==> src/rtl/npu_stream_pkg.sv <==
// Shared definitions for the NPU host-interface streaming engines.
package npu_stream_pkg;

  localparam int DATA_W = 32;
  localparam int ADDR_W = 10;

  typedef enum logic [1:0] {
    IDLE   = 2'd0,
    STREAM = 2'd1,
    DRAIN  = 2'd2,
    DONE   = 2'd3
  } stream_state_t;

endpackage

==> src/rtl/output_stream_ctrl_if.sv <==
// Output buffer read port plus host-side valid/ready stream.
interface output_stream_ctrl_if #(
  parameter int DATA_W = npu_stream_pkg::DATA_W,
  parameter int ADDR_W = npu_stream_pkg::ADDR_W
);

  logic              obuf_rd_en;
  logic [ADDR_W-1:0] obuf_rd_addr;
  logic [DATA_W-1:0] obuf_rd_data;
  logic [DATA_W-1:0] m_data;
  logic              m_valid;
  logic              m_ready;
  logic              m_last;

  modport master (
    output obuf_rd_en, obuf_rd_addr,
    input  obuf_rd_data,
    output m_data, m_valid, m_last,
    input  m_ready
  );

  modport slave (
    input  obuf_rd_en, obuf_rd_addr,
    output obuf_rd_data,
    input  m_data, m_valid, m_last,
    output m_ready
  );

endinterface

==> src/rtl/output_stream_ctrl_stream_fifo.sv <==
// Synchronous prefetch FIFO with a first-word-fall-through head; the head reads
// as zero while empty so the stream data bus is quiet between words.
module stream_fifo #(
  parameter int DATA_W     = 32,
  parameter int FIFO_DEPTH = 4
) (
  input  logic                          clk,
  input  logic                          reset,
  input  logic                          wr_en,
  input  logic [DATA_W-1:0]             wr_data,
  input  logic                          rd_en,
  output logic [DATA_W-1:0]             rd_data,
  output logic [$clog2(FIFO_DEPTH):0]   count,
  output logic                          empty,
  output logic                          full
);

  localparam int PTR_W = $clog2(FIFO_DEPTH);
  localparam int CNT_W = PTR_W + 1;

  logic [DATA_W-1:0] mem_r [FIFO_DEPTH];
  logic [PTR_W-1:0]  wr_ptr_r;
  logic [PTR_W-1:0]  rd_ptr_r;
  logic [CNT_W-1:0]  count_r;
  logic              push_s;
  logic              pop_s;

  // Push/pop qualification; a push into a full FIFO is accepted when a pop frees the slot.
  always_comb begin
    pop_s  = rd_en && (count_r != {CNT_W{1'b0}});
    push_s = wr_en && ((count_r != CNT_W'(FIFO_DEPTH)) || pop_s);
  end

  // Pointer and occupancy registers.
  always_ff @(posedge clk) begin
    if (reset) begin
      wr_ptr_r <= {PTR_W{1'b0}};
      rd_ptr_r <= {PTR_W{1'b0}};
      count_r  <= {CNT_W{1'b0}};
    end else begin
      if (push_s) begin
        wr_ptr_r <= wr_ptr_r + PTR_W'(1'b1);
      end
      if (pop_s) begin
        rd_ptr_r <= rd_ptr_r + PTR_W'(1'b1);
      end
      case ({push_s, pop_s})
        2'b10:   count_r <= count_r + CNT_W'(1'b1);
        2'b01:   count_r <= count_r - CNT_W'(1'b1);
        default: count_r <= count_r;
      endcase
    end
  end

  // Storage array.
  always_ff @(posedge clk) begin
    if (push_s) begin
      mem_r[wr_ptr_r] <= wr_data;
    end
  end

  // Head and status decode.
  always_comb begin
    empty   = (count_r == {CNT_W{1'b0}});
    full    = (count_r == CNT_W'(FIFO_DEPTH));
    count   = count_r;
    rd_data = empty ? {DATA_W{1'b0}} : mem_r[rd_ptr_r];
  end

endmodule

==> src/rtl/output_stream_ctrl.sv <==
// Streams a block of output-buffer words to the host: address generation,
// credit-limited read issue into a prefetch FIFO, and last/done signalling.
module output_stream_ctrl
  import npu_stream_pkg::*;
#(
  parameter int DATA_W     = npu_stream_pkg::DATA_W,
  parameter int ADDR_W     = npu_stream_pkg::ADDR_W,
  parameter int FIFO_DEPTH = 4
) (
  input  logic                 clk,
  input  logic                 reset,
  input  logic                 start,
  input  logic [ADDR_W-1:0]    base_addr,
  input  logic [ADDR_W:0]      num_words,
  output logic                 busy,
  output logic                 done,
  output_stream_ctrl_if.master bus
);

  localparam int CNT_W = $clog2(FIFO_DEPTH) + 1;
  localparam logic [ADDR_W:0] MAX_WORDS = {1'b1, {ADDR_W{1'b0}}};

  stream_state_t     state_r;
  stream_state_t     state_s;
  logic [ADDR_W:0]   reads_left_r;
  logic [ADDR_W:0]   words_left_r;
  logic [ADDR_W:0]   count_sat_s;
  logic [ADDR_W-1:0] addr_r;
  logic              inflight_r;
  logic              rd_en_s;
  logic              pop_s;
  logic [CNT_W:0]    occupancy_s;
  logic [CNT_W-1:0]  fifo_count_s;
  logic              fifo_empty_s;
  logic              fifo_full_s;
  logic [DATA_W-1:0] fifo_head_s;

  // Saturated count, credit check and handshake detect.
  always_comb begin
    count_sat_s = (num_words > MAX_WORDS) ? MAX_WORDS : num_words;
    occupancy_s = {1'b0, fifo_count_s} + {{CNT_W{1'b0}}, inflight_r};
    pop_s       = !fifo_empty_s && bus.m_ready;
    if ((state_r == STREAM) && (reads_left_r != {(ADDR_W+1){1'b0}}) &&
        (occupancy_s < (CNT_W+1)'(FIFO_DEPTH))) begin
      rd_en_s = 1'b1;
    end else begin
      rd_en_s = 1'b0;
    end
  end

  // Next-state logic.
  always_comb begin
    state_s = state_r;
    case (state_r)
      IDLE: begin
        if (start) begin
          state_s = (count_sat_s != {(ADDR_W+1){1'b0}}) ? STREAM : DONE;
        end else begin
          state_s = IDLE;
        end
      end
      STREAM: begin
        if ((reads_left_r == {(ADDR_W+1){1'b0}}) ||
            (rd_en_s && (reads_left_r == (ADDR_W+1)'(1'b1)))) begin
          state_s = DRAIN;
        end else begin
          state_s = STREAM;
        end
      end
      DRAIN: begin
        if (pop_s && (words_left_r == (ADDR_W+1)'(1'b1))) begin
          state_s = DONE;
        end else begin
          state_s = DRAIN;
        end
      end
      DONE:    state_s = IDLE;
      default: state_s = IDLE;
    endcase
  end

  // State, counters, address generator and in-flight tracking.
  always_ff @(posedge clk) begin
    if (reset) begin
      state_r      <= IDLE;
      reads_left_r <= {(ADDR_W+1){1'b0}};
      words_left_r <= {(ADDR_W+1){1'b0}};
      addr_r       <= {ADDR_W{1'b0}};
      inflight_r   <= 1'b0;
    end else begin
      state_r    <= state_s;
      inflight_r <= rd_en_s;
      if ((state_r == IDLE) && start) begin
        addr_r       <= base_addr;
        reads_left_r <= count_sat_s;
        words_left_r <= count_sat_s;
      end else begin
        if (rd_en_s) begin
          addr_r       <= addr_r + ADDR_W'(1'b1);
          reads_left_r <= reads_left_r - (ADDR_W+1)'(1'b1);
        end
        if (pop_s) begin
          words_left_r <= words_left_r - (ADDR_W+1)'(1'b1);
        end
      end
    end
  end

  // Read data lands one cycle after the strobe; a reset drops it via inflight_r.
  stream_fifo #(
    .DATA_W     (DATA_W),
    .FIFO_DEPTH (FIFO_DEPTH)
  ) u_fifo (
    .clk     (clk),
    .reset   (reset),
    .wr_en   (inflight_r),
    .wr_data (bus.obuf_rd_data),
    .rd_en   (pop_s),
    .rd_data (fifo_head_s),
    .count   (fifo_count_s),
    .empty   (fifo_empty_s),
    .full    (fifo_full_s)
  );

  // Output decode from registered state.
  always_comb begin
    bus.obuf_rd_en   = rd_en_s;
    bus.obuf_rd_addr = addr_r;
    bus.m_data       = fifo_head_s;
    bus.m_valid      = !fifo_empty_s;
    bus.m_last       = !fifo_empty_s && (words_left_r == (ADDR_W+1)'(1'b1));
    busy             = (state_r != IDLE);
    done             = (state_r == DONE);
  end

endmodule

==> src/flat_wrapper.sv <==
// flat-port wrapper written by rule: the top's interface ports become plain ports
module output_stream_ctrl_flat import npu_stream_pkg::*;
#(
  parameter int DATA_W     = npu_stream_pkg::DATA_W,
  parameter int ADDR_W     = npu_stream_pkg::ADDR_W,
  parameter int FIFO_DEPTH = 4
)
  (clk, reset, start, base_addr, num_words, busy, done, bus_obuf_rd_en, bus_obuf_rd_addr, bus_obuf_rd_data, bus_m_data, bus_m_valid, bus_m_last, bus_m_ready);
  output_stream_ctrl_if #(.DATA_W(DATA_W), .ADDR_W(ADDR_W)) bus_i ();
  input  logic clk;
  input  logic reset;
  input  logic start;
  input  logic [ADDR_W-1:0] base_addr;
  input  logic [ADDR_W:0] num_words;
  output logic busy;
  output logic done;
  output wire logic [$bits(bus_i.obuf_rd_en)-1:0] bus_obuf_rd_en;
  output wire logic [$bits(bus_i.obuf_rd_addr)-1:0] bus_obuf_rd_addr;
  input wire logic [$bits(bus_i.obuf_rd_data)-1:0] bus_obuf_rd_data;
  output wire logic [$bits(bus_i.m_data)-1:0] bus_m_data;
  output wire logic [$bits(bus_i.m_valid)-1:0] bus_m_valid;
  output wire logic [$bits(bus_i.m_last)-1:0] bus_m_last;
  input wire logic [$bits(bus_i.m_ready)-1:0] bus_m_ready;
  assign bus_obuf_rd_en = bus_i.obuf_rd_en;
  assign bus_obuf_rd_addr = bus_i.obuf_rd_addr;
  assign bus_i.obuf_rd_data = bus_obuf_rd_data;
  assign bus_m_data = bus_i.m_data;
  assign bus_m_valid = bus_i.m_valid;
  assign bus_m_last = bus_i.m_last;
  assign bus_i.m_ready = bus_m_ready;
  output_stream_ctrl #(.DATA_W(DATA_W), .ADDR_W(ADDR_W), .FIFO_DEPTH(FIFO_DEPTH)) u_core (.clk(clk), .reset(reset), .start(start), .base_addr(base_addr), .num_words(num_words), .busy(busy), .done(done), .bus(bus_i));
endmodule
==> config.mk <==
export PLATFORM = sky130hd
export DESIGN_NAME = output_stream_ctrl_flat
export DESIGN_NICKNAME = d
export VERILOG_FILES = /design/src/rtl/npu_stream_pkg.sv /design/src/rtl/output_stream_ctrl_if.sv /design/src/rtl/output_stream_ctrl_stream_fifo.sv /design/src/rtl/output_stream_ctrl.sv /design/src/flat_wrapper.sv
export SDC_FILE = /design/constraint.sdc
export NUM_CORES = 1
export LEC_CHECK = 0
export CORE_MARGIN = 1.5
export CORE_UTILIZATION = 40
export CTS_CLUSTER_SIZE = 14
export DETAILED_ROUTE_END_ITERATION = 7
export PLACE_DENSITY = 0.66
export SYNTH_ARGS = -nofsm -noshare
export SYNTH_HDL_FRONTEND = slang
export SYNTH_HIERARCHICAL = 1
export SYNTH_SLANG_ARGS = --single-unit
==> constraint.sdc <==
create_clock -name clk -period 3.34 [get_ports clk]
set_input_delay 0.835 -clock clk [delete_from_list [all_inputs] [get_ports clk]]
set_output_delay 0.835 -clock clk [all_outputs]
set_load 0.02 [all_outputs]
* Word-level counts from Yosys, hierarchy flattened
Memory sizes are Yosys's and may differ from the RTL's. A register that Yosys moved wholly into a read port is not among the register bits.
Index checks and enable logic that the tools add are counted.
** Cells by class
- Equal/unequal tests :: 8
- Mux-type cells :: 19
- Add/subtract/negate cells :: 8
- Magnitude comparators :: 2
- Reductions and logical operators :: 22
** Operator list (count)
- 11-bit two-way mux :: 5
- 32-bit two-way mux :: 1
- 11-bit by 1-bit equality test with 1-bit output, second input constant :: 2
- 11-bit nonzero test :: 2
- 11-bit by 1-bit subtractor with 11-bit output, second input constant :: 2
- 10-bit two-way mux :: 2
- 11-bit greater-than comparator, second input constant :: 1
- 11-bit logical NOT :: 1
- 10-bit by 1-bit adder with 10-bit output, second input constant :: 1
- 2-bit two-way mux :: 5
- 1-bit logical AND :: 9
- 2-bit case mux with 4 select lines :: 1
- 2-bit nonzero test :: 4
- 2-bit equality test, second input constant :: 3
- 3-bit case mux with 2 select lines :: 1
- 2-bit by 1-bit adder with 2-bit output, second input constant :: 2
- 3-bit by 1-bit adder with 4-bit output :: 1
- 2-bit by 1-bit equality test with 1-bit output, second input constant :: 2
- 4-bit by 3-bit less-than comparator with 1-bit output, second input constant :: 1
- 1-bit two-way mux :: 4
- 3-bit by 1-bit adder with 3-bit output, second input constant :: 1
- 3-bit logical NOT :: 1
- 3-bit != test, second input constant :: 1
- 3-bit nonzero test :: 1
- other kinds (4) :: 5
** Word-level totals
- Word-level logic and storage cells :: 68
- Output and inout port bits :: 47
- Register bits :: 42
- RAM bits :: 128
- Memories kept :: 1
** Memory list
- u_core.u_fifo.mem_r :: words 4, width 32, rd ports 1, clocked after memory_dff 1, wr ports 1, line output_stream_ctrl_stream_fifo.sv:21 : logic [DATA_W-1:0] mem_r [FIFO_DEPTH];

* Logic depth before layout (Yosys ltp)
Gate-level depths: netlist (run 1).
- Depth after elaboration :: 8
- Mapped depth :: 14
- Gate-level depth less buffers :: 11

* Cells and area by module
The synthesis (run 1) kept the hierarchy.
** Modules (own cells, without submodules)
- stream_fifo :: area an instance 5449.0 µm², cells an instance 257, times used 1
- output_stream_ctrl :: area an instance 2222.1 µm², cells an instance 281, times used 1

* Worst setup path before layout (run 1)
No wires, ideal clock.
- Kind :: flip-flop to flip-flop
- From :: reg u_core.u_fifo.count_r[0], in the netlist u_core/u_fifo/count[0]
- To :: mem u_core.u_fifo.mem_r[0][0], enable pin
- Stages on the path, launching flop included :: 9
- Period minus slack after synthesis :: 2.790 ns
- Data arrival time :: 2.398 ns
- Setup time :: 0.392 ns
- Required time :: 2.948 ns
- Buffers on the path :: 3
- Setup slack :: 0.550 ns
- Path through :: dfxtp_1 nor3_1 buf_4 buf_4 nor2b_1 clkbuf_1 inv_1 a21boi_2 and2_1
** Between the ends
- Cells in the longest elaborated chain, start to end :: 8
- Elaborated cells between the ends (all ways) :: 10
- Those cells by class :: eq/ne (1); mux (2); reduce/logical (7)
** RTL lines
- start: declaration :: line output_stream_ctrl_stream_fifo.sv:24 : logic [CNT_W-1:0] count_r;
- start signal: assignment :: line output_stream_ctrl_stream_fifo.sv:39 : count_r <= {CNT_W{1'b0}};
- start signal: assignment :: line output_stream_ctrl_stream_fifo.sv:48 : 2'b10: count_r <= count_r + CNT_W'(1'b1);
- start signal: assignment :: line output_stream_ctrl_stream_fifo.sv:49 : 2'b01: count_r <= count_r - CNT_W'(1'b1);
- 3-bit logical NOT :: line output_stream_ctrl_stream_fifo.sv:64 : empty = (count_r == {CNT_W{1'b0}});
- net u_core.fifo_empty_s :: line output_stream_ctrl.sv:34 : logic fifo_empty_s;
- 1-bit logical NOT :: line output_stream_ctrl.sv:42 : pop_s = !fifo_empty_s && bus.m_ready;
- 1-bit logical AND :: line output_stream_ctrl.sv:42
- net u_core.pop_s :: line output_stream_ctrl.sv:31 : logic pop_s;
- 1-bit logical AND :: line output_stream_ctrl_stream_fifo.sv:30 : pop_s = rd_en && (count_r != {CNT_W{1'b0}});
- 1-bit logical OR :: line output_stream_ctrl_stream_fifo.sv:31 : push_s = wr_en && ((count_r != CNT_W'(FIFO_DEPTH)) || pop_s);
- 1-bit logical AND :: line output_stream_ctrl_stream_fifo.sv:31
- 1-bit two-way mux :: line output_stream_ctrl_stream_fifo.sv:57 : if (push_s) begin
- 1-bit two-way mux (not written as such) :: line output_stream_ctrl_stream_fifo.sv:58 : mem_r[wr_ptr_r] <= wr_data;
- end: declaration :: line output_stream_ctrl_stream_fifo.sv:21
The timed path passes the listed nets, and every way through them passes these cells.

* Final worst setup path (run 1)
- From :: reg u_core.reads_left_r[1]
- To :: out bus_obuf_rd_en
** Between the ends
- Cells in the longest elaborated chain, start to end :: 4
** RTL lines
- start: declaration :: line output_stream_ctrl.sv:25 : logic [ADDR_W:0] reads_left_r;
- start signal: assignment :: line output_stream_ctrl.sv:86 : reads_left_r <= {(ADDR_W+1){1'b0}};
- start signal: assignment :: line output_stream_ctrl.sv:95 : reads_left_r <= count_sat_s;
- start signal: assignment :: line output_stream_ctrl.sv:100 : reads_left_r <= reads_left_r - (ADDR_W+1)'(1'b1);
- 11-bit nonzero test :: line output_stream_ctrl.sv:43 : if ((state_r == STREAM) && (reads_left_r != {(ADDR_W+1){1'b0}}) &&
- 1-bit logical AND (2 in a row) :: line output_stream_ctrl.sv:43
- 1-bit two-way mux :: line output_stream_ctrl.sv:43
- end: declaration :: line flat_wrapper.sv:17 : output wire logic [$bits(bus_i.obuf_rd_en)-1:0] bus_obuf_rd_en;
Every way passes these cells.

==> summary.txt, run 1 <==
Logic synthesis
  – Mapped Area: 7670 um^2
  – Library cells used by synthesis: 69
  – Primary FF master, synth: edfxtp_1
  – Most frequent cell after synthesis: edfxtp_1
  – Synthesized instance count: 538
  – Yosys top cell by area: edfxtp_1
  – Total number of yosys warnings: 6
  – Main area contributors after synthesis: edfxtp_1 (50%), dfxtp_1 (11%), mux4_2 (9.4%)
  – Syn Area/Cell: roughly 14 um^2
  – Post-synth top area share: 0.501
  – Flops & latches, synth: around 170
  – Asr flop ratio synth: 0
  – Most frequent cells after synthesis: edfxtp_1 (128), dfxtp_1 (44), nor2_1 (36)
  – Mapped Nets: 606
  – Post-synth EDFFs: 128
  – Sequential cell area fraction in the yosys report: 0.616

Drt
  – DRC Markers: 0
  – Vias: 5083
  – DR iter-0 viols: slightly below 400
  – Via density: 5.64
  – Overall routed net length: about 17 mm
  – Routed length per instance: around 19 um
  – Final ANT Viol Nets: 0
  – Drt first pass iters: 5

Timing
  – Slew Limit Headroom: 0.556
  – Hold WS: 0.485 ns
  – Final worst path period share: 0.935
  – Least-Margin Pin Slew: around 0.66 ns
  – Final Critical Period: 3.12 ns
  – Fin. max-slew vios: 0
  – # setup viols final: 0
  – Highest Clock Rate: about 0.32 GHz
  – Post-Route Setup TNS: 0 ns
  – Final number of hold-violating endpoints: 0
  – RSZ-0062 raised after global routing: no
  – Setup Skew: 0.0118 ns

Finish
  – Fin nets: 722
  – Share of cells above drive strength 1: 0.180
  – ANT cells: 0
  – Fill cells: 1542
  – Register area: 4730 um^2
  – Synth-to-Final Area Change: 26.4%
  – Util after Layout: 0.516
  – Final non-filler cell total: approximately 900
  – Multi-input logic area: 2720 um^2

Die
  – Top Ports: 104
  – Die area: 20000 um^2
  – FP Rows: 50
  – Die height: around 140 um
  – Core Area: about 19000 um^2
  – Width of the die: 141 um
  – Starting Density: 0.409

CTS
  – Clock Tree Root: clkbuf_16
  – Postcts setup bufs: 0
  – CTS tree: done
  – Clk_lat worst skew: between 0.4 and 0.5 ns
  – Clk slew on worst S/H paths: ~0.07 ns
  – Number of CTS-inserted buffers: 17
  – CTS Buffer Depth: 2
  – Clock Sinks: 172
  – Max H-tree Level: 4

Setup path
  – Crit-path slowest cell: or3b_2
  – Worst-path maximum fanout: 5
  – Max incr delay on CP: 0.56 ns
  – Setup crit end kind: output pin
  – Worst-path cell chain: inv_1, ha_1, or3b_2, nor3_4, nor2_1, dlygate4sd2_1
  – Critical Setup Path Class: reg2out
  – Critical Path AT: between 2 and 2.5 ns
  – Flop2flop setup slack: approximately 0.96 ns
  – Cells on worst reg2reg path: 11
  – Startpoint Class: register
  – R2r endpoint: u_core/u_fifo/count[2]
  – RR Startpoint: u_core/u_fifo/count[1]
  – Crit path required time: roughly 2.5 ns

Placed design
  – Routability cong.: 0.910
  – Buffers on Ports: 103
  – Placed insts: 869
  – Post-detail-place hpwl: about 11 mm

Global routing
  – Antenna violations before repair: 0
  – Largest net degree at the start of global routing: 33
  – GRT Total Usage: 0.178
  – First-pass GRT wire length: 27.6 mm
  – Total gr overflow: 0
  – Vias in the first global route: approximately 5.3k

Pwr
  – Max IR drop VDD: 0.357 mV
  – Leakage power: 3.15 nW
  – Power Density: 742 nW/um^2
  – Sw frac: 0.334
  – Reg power frac: 0.388
  – Gate power share: 0.330
  – Clock power frac: 0.282
  – Int Pwr: 4.79 mW
  – NetSw: 2.40 mW

Hold path
  – Hold Path Origin: u_core/u_fifo/rd_ptr_r[1]
  – WHS Path Cells: 2
  – Hold Crit Class: reg2reg

Run status
  – Status: completed

Flow run
  – Maximum Capacitance Violations: 0
metal layers:
layer / wire length (um) / vias up / track usage
met5: 0 / - / 0
met2: 8270 / 205 / 0.298
met4: 275 / 0 / 0.0635
li1: - / 2341 / -
met1: 7310 / 2514 / 0.231
met3: 1050 / 23 / 0.0361
cell usage in the layout (no fill, tap or decap), types with 5 or more instances in the layout:
cell | netlist | layout
edfxtp_1 | 128 | 128
clkdlybuf4s50_1 | 0 | 101
dfxtp_1 | 44 | 42
nor2_1 | 36 | 36
mux4_2 | 32 | 32
nor2b_1 | 22 | 22
nand2_1 | 21 | 21
a21oi_1 | 19 | 19
clkbuf_16 | 0 | 17
inv_1 | 16 | 16
buf_4 | 2 | 15
nand3_1 | 14 | 14
nor3_1 | 14 | 13
nor4_1 | 12 | 12
nor2b_4 | 12 | 12
ha_1 | 10 | 10
or3_1 | 9 | 9
or4_1 | 9 | 9
a31oi_1 | 7 | 7
buf_12 | 3 | 7
o31ai_1 | 6 | 6
a311oi_1 | 6 | 6
a211oi_1 | 6 | 6
o21ai_0 | 5 | 5
state kept, by name, indices dropped and copies added, names as in the netlist, named ones only:
| name | cells |
|---|---|
| u_core/state_r | 2 |
| u_core/u_fifo/mem_r | 128 |
| u_core/bus.obuf_rd_addr | 10 |
| u_core/u_fifo/count | 3 |
| u_core/words_left_r | 11 |
| u_core/u_fifo/wr_ptr_r | 2 |
| u_core/inflight_r | 1 |
| u_core/u_fifo/rd_ptr_r | 2 |
| u_core/reads_left_r | 11 |
critical path: cells and delay by family, from the launching register on:
| family | cells | cell delay [ns] |
|---|---|---|
| DFF | 1 | 0.32 |
| buffers and inverters | 2 | 0.44 |
| adders and majority gates | 1 | 0.23 |
| and+or+nand+nor | 3 | 0.89 |
how the worst max path moves through the flow:
stage	to	start	cells after the start	slack (ns)
2_1_floorplan	u_core/u_fifo/mem_r[0][0]	u_core/u_fifo/count[0]	8	0.55
3_3_place_gp	u_core/u_fifo/count[2]	bus_m_ready	10	0.31
3_5_place_dp	u_core/u_fifo/count[2]	bus_m_ready	10	0.24
4_1_cts	bus_m_data[31]	register	4	0.17
5_1_grt	bus_m_data[15]	u_core/u_fifo/count[1]	4	0.09
6_report	bus_obuf_rd_en	u_core/reads_left_r[1]	6	0.22
power by group through the flow:
stage	clock (mW)	sequential (mW)	combinational, mW
after floorplan	0	2.79	1.51
after global placement	0	2.81	2.34
after detailed placement	0	2.83	2.37
after CTS	2.07	2.78	2.38
after global routing	2.15	2.82	2.58
final	2.03	2.79	2.37
final cells by class:
type                       instances  share of cell area
clock buffer                      17              0.0439
clock inverter                    15              0.0190
inverter                          16             0.00620
multi-input combinational        322               0.281
sequential                       172               0.488
tap                              234              0.0302
timing repair buffer             125               0.132
kinds of logic (layout without fill, tap and decap cells):
family,Yosys count,count (layout),share of synthesized area
simple gates,191,191,0.156
flops,172,172,0.616
compound gates,80,80,0.0742
buf+inv,44,173,0.0312
mux,34,34,0.0967
fa+ha+maj,11,11,0.0189
xor+xnor,6,6,0.00685
metrics by stage:
stage / total power [mW] / area (um^2) / setup WS (ns)
after floorplan: 4.30 / 7670 / 0.550
after global placement: 5.15 / 9090 / 0.314
after detailed placement: 5.20 / 9090 / 0.238
after CTS: 7.23 / 9690 / 0.172
after global routing: 7.56 / 9690 / 0.0945
final: 7.19 / 9690 / 0.217
what timing repair did:
| action | 4_1_cts | 5_1_grt |
|---|---|---|
| hold buffers | 0 | 0 |
| resized for setup | 2 | 0 |
| setup endpoints to repair | 2 | 0 |
No activity file was read; power rests on OpenSTA's default activity.
==> run 2: changes to the inputs <==
--- a/config.mk
+++ b/config.mk
@@ -10,6 +10,7 @@
 export CTS_CLUSTER_SIZE = 14
 export DETAILED_ROUTE_END_ITERATION = 7
 export PLACE_DENSITY = 0.66
+export SETUP_SLACK_MARGIN = 0.2
 export SYNTH_ARGS = -nofsm -noshare
 export SYNTH_HDL_FRONTEND = slang
 export SYNTH_HIERARCHICAL = 1
==> run 2 against run 1 <==
Compared with the run above: non-clock buffer count increased by 1; worst hold slack got worse by 0.0031 ns; first-iteration DRC count decreased by 8.6%; clock skew is 0.0015 ns higher; largest power group unchanged; clock-buffer cell count unchanged; die area did not move.
==> summary.txt, run 2 (synthesis gave the netlist of run 1 again) <==
Timing
  – Setup Skew: 0.0134 ns (was 0.0118 ns)
  – Fin. max-slew vios: 0 (unchanged)
  – Slew Limit Headroom: 0.532 (was 0.556)
  – Highest Clock Rate: 0.326 GHz (was 0.320 GHz)
  – Final worst path period share: 0.917 (was 0.935)
  – Final Critical Period: 3.06 ns (was 3.12 ns)
  – Least-Margin Pin Slew: 0.700 ns (was 0.663 ns)
  – Post-Route Setup TNS: 0 ns (unchanged)
  – # setup viols final: 0 (unchanged)
  – Final number of hold-violating endpoints: 0 (unchanged)
  – RSZ-0062 raised after global routing: yes (was no)

Setup path
  – R2r endpoint: u_core/u_fifo/count[2] (unchanged)
  – Flop2flop setup slack: 0.94 ns (was 0.96 ns)
  – Setup crit end kind: output pin (unchanged)
  – Critical Setup Path Class: reg2out (unchanged)
  – Startpoint Class: register (unchanged)
  – Crit path required time: 2.50 ns (about the same)
  – Critical Path AT: 2.23 ns (was 2.29 ns)
  – Cells on worst reg2reg path: 11 (unchanged)
  – RR Startpoint: u_core/u_fifo/count[1] (unchanged)
  – Worst-path maximum fanout: 16 (was 5)

Die
  – Die height: 141 um (unchanged)
  – Die area: 20000 um^2 (unchanged)
  – FP Rows: 50 (unchanged)
  – Width of the die: 141 um (unchanged)
  – Top Ports: 104 (unchanged)
  – Core Area: 18800 um^2 (unchanged)
  – Starting Density: 0.409 (unchanged)

Placed design
  – Placed cell areas: 9090 um^2 (unchanged)
  – Buffers on Ports: 103 (unchanged)
  – Post-detail-place hpwl: 11.4 mm (unchanged)
  – Routability cong.: 0.910 (unchanged)
  – Placed insts: 869 (unchanged)

CTS
  – Clk_lat worst skew: 0.42 ns (about the same)
  – Number of CTS-inserted buffers: 17 (unchanged)
  – Hold-fix buffers, CTS: 0 (unchanged)
  – CTS Buffer Depth: 2 (unchanged)
  – Clk slew on worst S/H paths: 0.07 ns (about the same)
  – Clock Tree Root: clkbuf_16 (unchanged)
  – Clock Sinks: 172 (unchanged)
  – CTS tree: done (unchanged)
  – Max H-tree Level: 4 (unchanged)

Drt
  – Final ANT Viol Nets: 0 (unchanged)
  – Via density: 5.66 (was 5.64)
  – Overall routed net length: 17.2 mm (was 16.9 mm)
  – Routed length per instance: 19.0 um (was 18.8 um)
  – Drt first pass iters: 7 (was 5)
  – DRC Markers: 0 (unchanged)
  – Vias: 5108 (was 5083)
  – DR iter-0 viols: 361 (was 395)

Global routing
  – Largest net degree at the start of global routing: 33 (unchanged)
  – Vias in the first global route: 5312 (was 5314)
  – Total gr overflow: 0 (unchanged)
  – Antenna violations before repair: 0 (unchanged)
  – First-pass GRT wire length: 27.6 mm (unchanged)
  – GRT Total Usage: 0.178 (unchanged)

Pwr
  – Max IR drop VDD: 0.353 mV (was 0.357 mV)
  – Leakage power: 3.20 nW (was 3.15 nW)
  – Power Density: 742 nW/um^2 (about the same)

Finish
  – Final non-filler cell total: 902 (was 901)
  – Biggest registers after layout: u_core/u_fifo/mem_r: 128 flops, u_core/reads_left_r: 11 flops, u_core/words_left_r: 11 flops (unchanged)
  – Fin nets: 723 (was 722)
  – Synth-to-Final Area Change: 26.8% (was 26.4%)
  – Multi-input logic area: 2730 um^2 (was 2720 um^2)
  – Max reg flops: 128 (unchanged)
  – Commonest non-fill, non-tap cell in the layout: edfxtp_1 (unchanged)
  – Post-route cell area: 9730 um^2 (was 9690 um^2)
  – Most frequent cells in the layout: edfxtp_1 (128), clkdlybuf4s50_1 (99), dfxtp_1 (42) (was edfxtp_1 (128), clkdlybuf4s50_1 (101), dfxtp_1 (42))
  – Most flops, register: u_core/u_fifo/mem_r (unchanged)
  – Fill cells: 1538 (was 1542)
  – Register area: 4730 um^2 (unchanged)
  – Share of cells above drive strength 1: 0.181 (was 0.180)
  – ANT cells: 0 (unchanged)

Hold path
  – WHS Path Cells: 2 (unchanged)
  – Hold Crit Class: reg2reg (unchanged)
  – Hold Path Origin: u_core/u_fifo/rd_ptr_r[1] (unchanged)

Run status
  – Status: completed (unchanged)

Flow run
  – Maximum Capacitance Violations: 0 (unchanged)
[run 2: changes by cell type in the layout (fill, tap and decap cells not counted)]
cell,change
buf_4,-1
dlygate4sd2_1,-1
clkbuf_16,+1
or3b_4,+1
buf_6,+1
clkdlybuf4s15_1,+1
clkdlybuf4s50_1,-2
or3b_2,-1
dlymetal6s2s_1,+2
[run 2: final cells by class]
cell class | count | area share
tap | 234 | 0.0301
clock inverter | 15 | 0.0189
sequential | 172 | 0.486
clock buffer | 17 | 0.0437
multi-input combinational | 322 | 0.280
timing repair buffer | 126 | 0.135
inverter | 16 | 0.00617
[run 2: timing repair]
item	in CTS	in global routing
endpoints found under the setup margin	14	35
resized for setup	2	5
setup buffers	0	0
gates cloned	0	1
[run 2: worst max path at each step]
stage	startpoint	endpoint	slack, ns	depth (start not counted)
after detailed placement	bus_m_ready	u_core/u_fifo/count[2]	0.24	10
final	register	bus_m_data[27]	0.28	4
after CTS	register	bus_m_data[31]	0.17	4
after global routing	u_core/u_fifo/count[1]	bus_m_data[22]	0.17	4
after floorplan	u_core/u_fifo/count[0]	u_core/u_fifo/mem_r[0][0]	0.55	8
after global placement	bus_m_ready	u_core/u_fifo/count[2]	0.31	10
[run 2: worst max-delay path, stage by stage (launching register included)]
cell and delay, ns:
dfxtp_2 0.38, clkbuf_16 0.23, mux4_2 0.52, nor2b_4 0.14, clkdlybuf4s50_1 0.54
[run 2: stage by stage]
stage | total power [mW] | setup WS (ns) | utilization | hold WS, ns
2_1_floorplan | 4.30 | 0.550 | - | 0.465
3_3_place_gp | 5.15 | 0.314 | 0.484 | 0.464
3_5_place_dp | 5.20 | 0.238 | 0.484 | 0.490
4_1_cts | 7.23 | 0.172 | 0.516 | 0.496
5_1_grt | 7.58 | 0.169 | 0.518 | 0.527
6_report | 7.22 | 0.276 | 0.518 | 0.482
[run 2: power by group]
part | total, mW | switching (mW) | leakage, nW | internal, mW
clock | 2.04 | 0.849 | 0.286 | 1.19
combinational | 2.40 | 1.34 | 1.40 | 1.06
sequential | 2.79 | 0.232 | 1.52 | 2.56
[run 2: per-layer routing]
| layer | GRT usage | vias up | wire (um) |
|---|---|---|---|
| met3 | 0.0361 | 23 | 980 |
| li1 | - | 2342 | - |
| met5 | 0 | - | 0 |
| met1 | 0.231 | 2537 | 7620 |
| met2 | 0.298 | 206 | 8310 |
| met4 | 0.0635 | 0 | 263 |
==> run 3: changes to the inputs <==
--- a/config.mk
+++ b/config.mk
@@ -7,10 +7,10 @@
 export LEC_CHECK = 0
 export CORE_MARGIN = 1.5
 export CORE_UTILIZATION = 40
-export CTS_CLUSTER_SIZE = 14
 export DETAILED_ROUTE_END_ITERATION = 7
 export PLACE_DENSITY = 0.66
 export SETUP_SLACK_MARGIN = 0.2
+export SKIP_CTS_REPAIR_TIMING = 1
 export SYNTH_ARGS = -nofsm -noshare
 export SYNTH_HDL_FRONTEND = slang
 export SYNTH_HIERARCHICAL = 1
==> run 3 against run 2 <==
Compared with the run above: global-route usage stayed put; clock power about the same; combinational power hardly changed; highest routed layer unchanged; sequential share of layout area is essentially flat; critical path depth stayed put; clock skew shrank 0.0013 ns; maximum frequency decreased by 0.16%; die area did not move; clock-buffer cell count stayed put; flip-flop and latch count stayed put; largest power group unchanged; cell count unchanged; worst hold slack got worse by 0.00082 ns.
==> summary.txt, run 3 (synthesis gave the netlist of run 1 again) <==
Placed design
  – Buffers on Ports: 103 (unchanged)
  – Post-detail-place hpwl: 11.4 mm (unchanged)
  – Placed cell areas: 9090 um^2 (unchanged)
  – Placed insts: 869 (unchanged)
  – Routability cong.: 0.910 (unchanged)
  – Pre-CTS setup slack: 0.238 ns (unchanged)

Finish
  – Fill cells: 1537 (was 1538)
  – Biggest registers after layout: u_core/u_fifo/mem_r: 128 flops, u_core/reads_left_r: 11 flops, u_core/words_left_r: 11 flops (unchanged)
  – Final non-filler cell total: 902 (unchanged)
  – Multi-input logic area: 2720 um^2 (was 2730 um^2)
  – Commonest non-fill, non-tap cell in the layout: edfxtp_1 (unchanged)
  – Most frequent cells in the layout: edfxtp_1 (128), clkdlybuf4s50_1 (98), dfxtp_1 (42) (was edfxtp_1 (128), clkdlybuf4s50_1 (99), dfxtp_1 (42))
  – Most flops, register: u_core/u_fifo/mem_r (unchanged)
  – Register area: 4730 um^2 (unchanged)
  – Max reg flops: 128 (unchanged)
  – Share of cells above drive strength 1: 0.181 (unchanged)
  – Fin nets: 723 (unchanged)
  – ANT cells: 0 (unchanged)
  – Synth-to-Final Area Change: 27.0% (was 26.8%)
  – Post-route cell area: 9740 um^2 (was 9730 um^2)
  – Util after Layout: 0.519 (was 0.518)

Timing
  – RSZ-0062 raised after global routing: yes (unchanged)
  – Post-Route Setup TNS: 0 ns (unchanged)
  – # setup viols final: 0 (unchanged)
  – Setup Skew: 0.0121 ns (was 0.0134 ns)
  – Final Critical Period: 3.07 ns (was 3.06 ns)
  – Final number of hold-violating endpoints: 0 (unchanged)
  – Hold WS: 0.482 ns (about the same)
  – Slew Limit Headroom: 0.545 (was 0.532)
  – Least-Margin Pin Slew: 0.680 ns (was 0.700 ns)
  – Setup ws final: 0.271 ns (was 0.276 ns)
  – Highest Clock Rate: 0.326 GHz (about the same)
  – Fin. max-slew vios: 0 (unchanged)
  – Final worst path period share: 0.919 (was 0.917)

Run status
  – Status: completed (unchanged)

Flow run
  – Maximum Capacitance Violations: 0 (unchanged)

Pwr
  – Leakage power: 3.25 nW (was 3.20 nW)
  – Max IR drop VDD: 0.357 mV (was 0.353 mV)
  – Power Density: 742 nW/um^2 (about the same)
  – Pwr Total: 7.22 mW (about the same)

Global routing
  – First-pass GRT wire length: 27.6 mm (unchanged)
  – Vias in the first global route: 5314 (was 5312)
  – Largest net degree at the start of global routing: 33 (unchanged)
  – Total gr overflow: 0 (unchanged)
  – GRT Total Usage: 0.178 (unchanged)
  – Antenna violations before repair: 0 (unchanged)

CTS
  – Max H-tree Level: 4 (unchanged)
  – Clk slew on worst S/H paths: 0.07 ns (about the same)
  – Clock Tree Root: clkbuf_16 (unchanged)
  – CTS Buffer Depth: 2 (unchanged)
  – Clock Sinks: 172 (unchanged)
  – Clk_lat worst skew: 0.42 ns (about the same)
  – CTS tree: done (unchanged)
  – Number of CTS-inserted buffers: 17 (unchanged)

Drt
  – Final ANT Viol Nets: 0 (unchanged)
  – Routed length per instance: 19.0 um (about the same)
  – Vias: 5084 (was 5108)
  – Drt first pass iters: 5 (was 7)
  – DR iter-0 viols: 400 (was 361)
  – DRC Markers: 0 (unchanged)
  – Via density: 5.64 (was 5.66)
  – Overall routed net length: 17.2 mm (about the same)

Die
  – Die area: 20000 um^2 (unchanged)
  – Width of the die: 141 um (unchanged)
  – Core Area: 18800 um^2 (unchanged)
  – Starting Density: 0.409 (unchanged)
  – FP Rows: 50 (unchanged)
  – Die height: 141 um (unchanged)
  – Top Ports: 104 (unchanged)

Setup path
  – Setup crit end kind: output pin (unchanged)
  – R2r endpoint: u_core/u_fifo/count[2] (unchanged)
  – Flop2flop setup slack: 0.91 ns (was 0.94 ns)
  – RR Startpoint: u_core/u_fifo/count[1] (unchanged)
  – Crit path required time: 2.50 ns (about the same)
  – Critical Setup Path Class: reg2out (unchanged)
  – Worst-path maximum fanout: 16 (unchanged)
  – Startpoint Class: register (unchanged)
  – Cells on worst reg2reg path: 11 (unchanged)
  – Critical Path AT: 2.23 ns (about the same)

Hold path
  – Hold Path Origin: u_core/u_fifo/rd_ptr_r[1] (unchanged)
  – WHS Path Cells: 2 (unchanged)
  – Hold Crit Class: reg2reg (unchanged)
[run 3: changes by cell type in the layout (fill, tap and decap cells not counted)]
cell,delta
buf_4,-1
buf_6,+1
clkdlybuf4s15_1,-1
clkdlybuf4s50_1,-1
dlygate4sd2_1,-1
dlymetal6s2s_1,+3
or3b_2,+1
or3b_4,-1
[run 3: final cells by class]
type	instances	area share
well taps	234	0.0301
repair buffers	126	0.136
inverters	16	0.00617
multi-input cells	322	0.280
flip-flops and latches	172	0.485
clock inverters	15	0.0189
clock buffers	17	0.0437
[run 3: layer usage]
layer	vias up	track usage	part of all wire
li1	2344	-	-
met1	2513	0.231	0.44
met2	202	0.298	0.49
met3	25	0.0361	0.054
met4	0	0.0635	0.016
met5	-	0	0
[run 3: power breakdown]
group | internal [mW] | switching [mW]
Sequential | 2.56 | 0.229
Combinational | 1.06 | 1.34
Clock | 1.19 | 0.851
[run 3: worst max-delay path by stage]
stage | start | endpoint | slack [ns]
after CTS | u_core/reads_left_r[1] | bus_obuf_rd_en | -0.01
after global routing | u_core/u_fifo/count[1] | bus_m_data[11] | 0.19
after floorplan | u_core/u_fifo/count[0] | u_core/u_fifo/mem_r[0][0] | 0.55
after global placement | bus_m_ready | u_core/u_fifo/count[2] | 0.31
final | register | bus_m_data[27] | 0.27
after detailed placement | bus_m_ready | u_core/u_fifo/count[2] | 0.24
[run 3: critical path, cell delays in order (launching register included)]
cell,delay (ns)
dfxtp_2,0.38
clkbuf_16,0.23
mux4_2,0.52
nor2b_4,0.14
clkdlybuf4s50_1,0.55
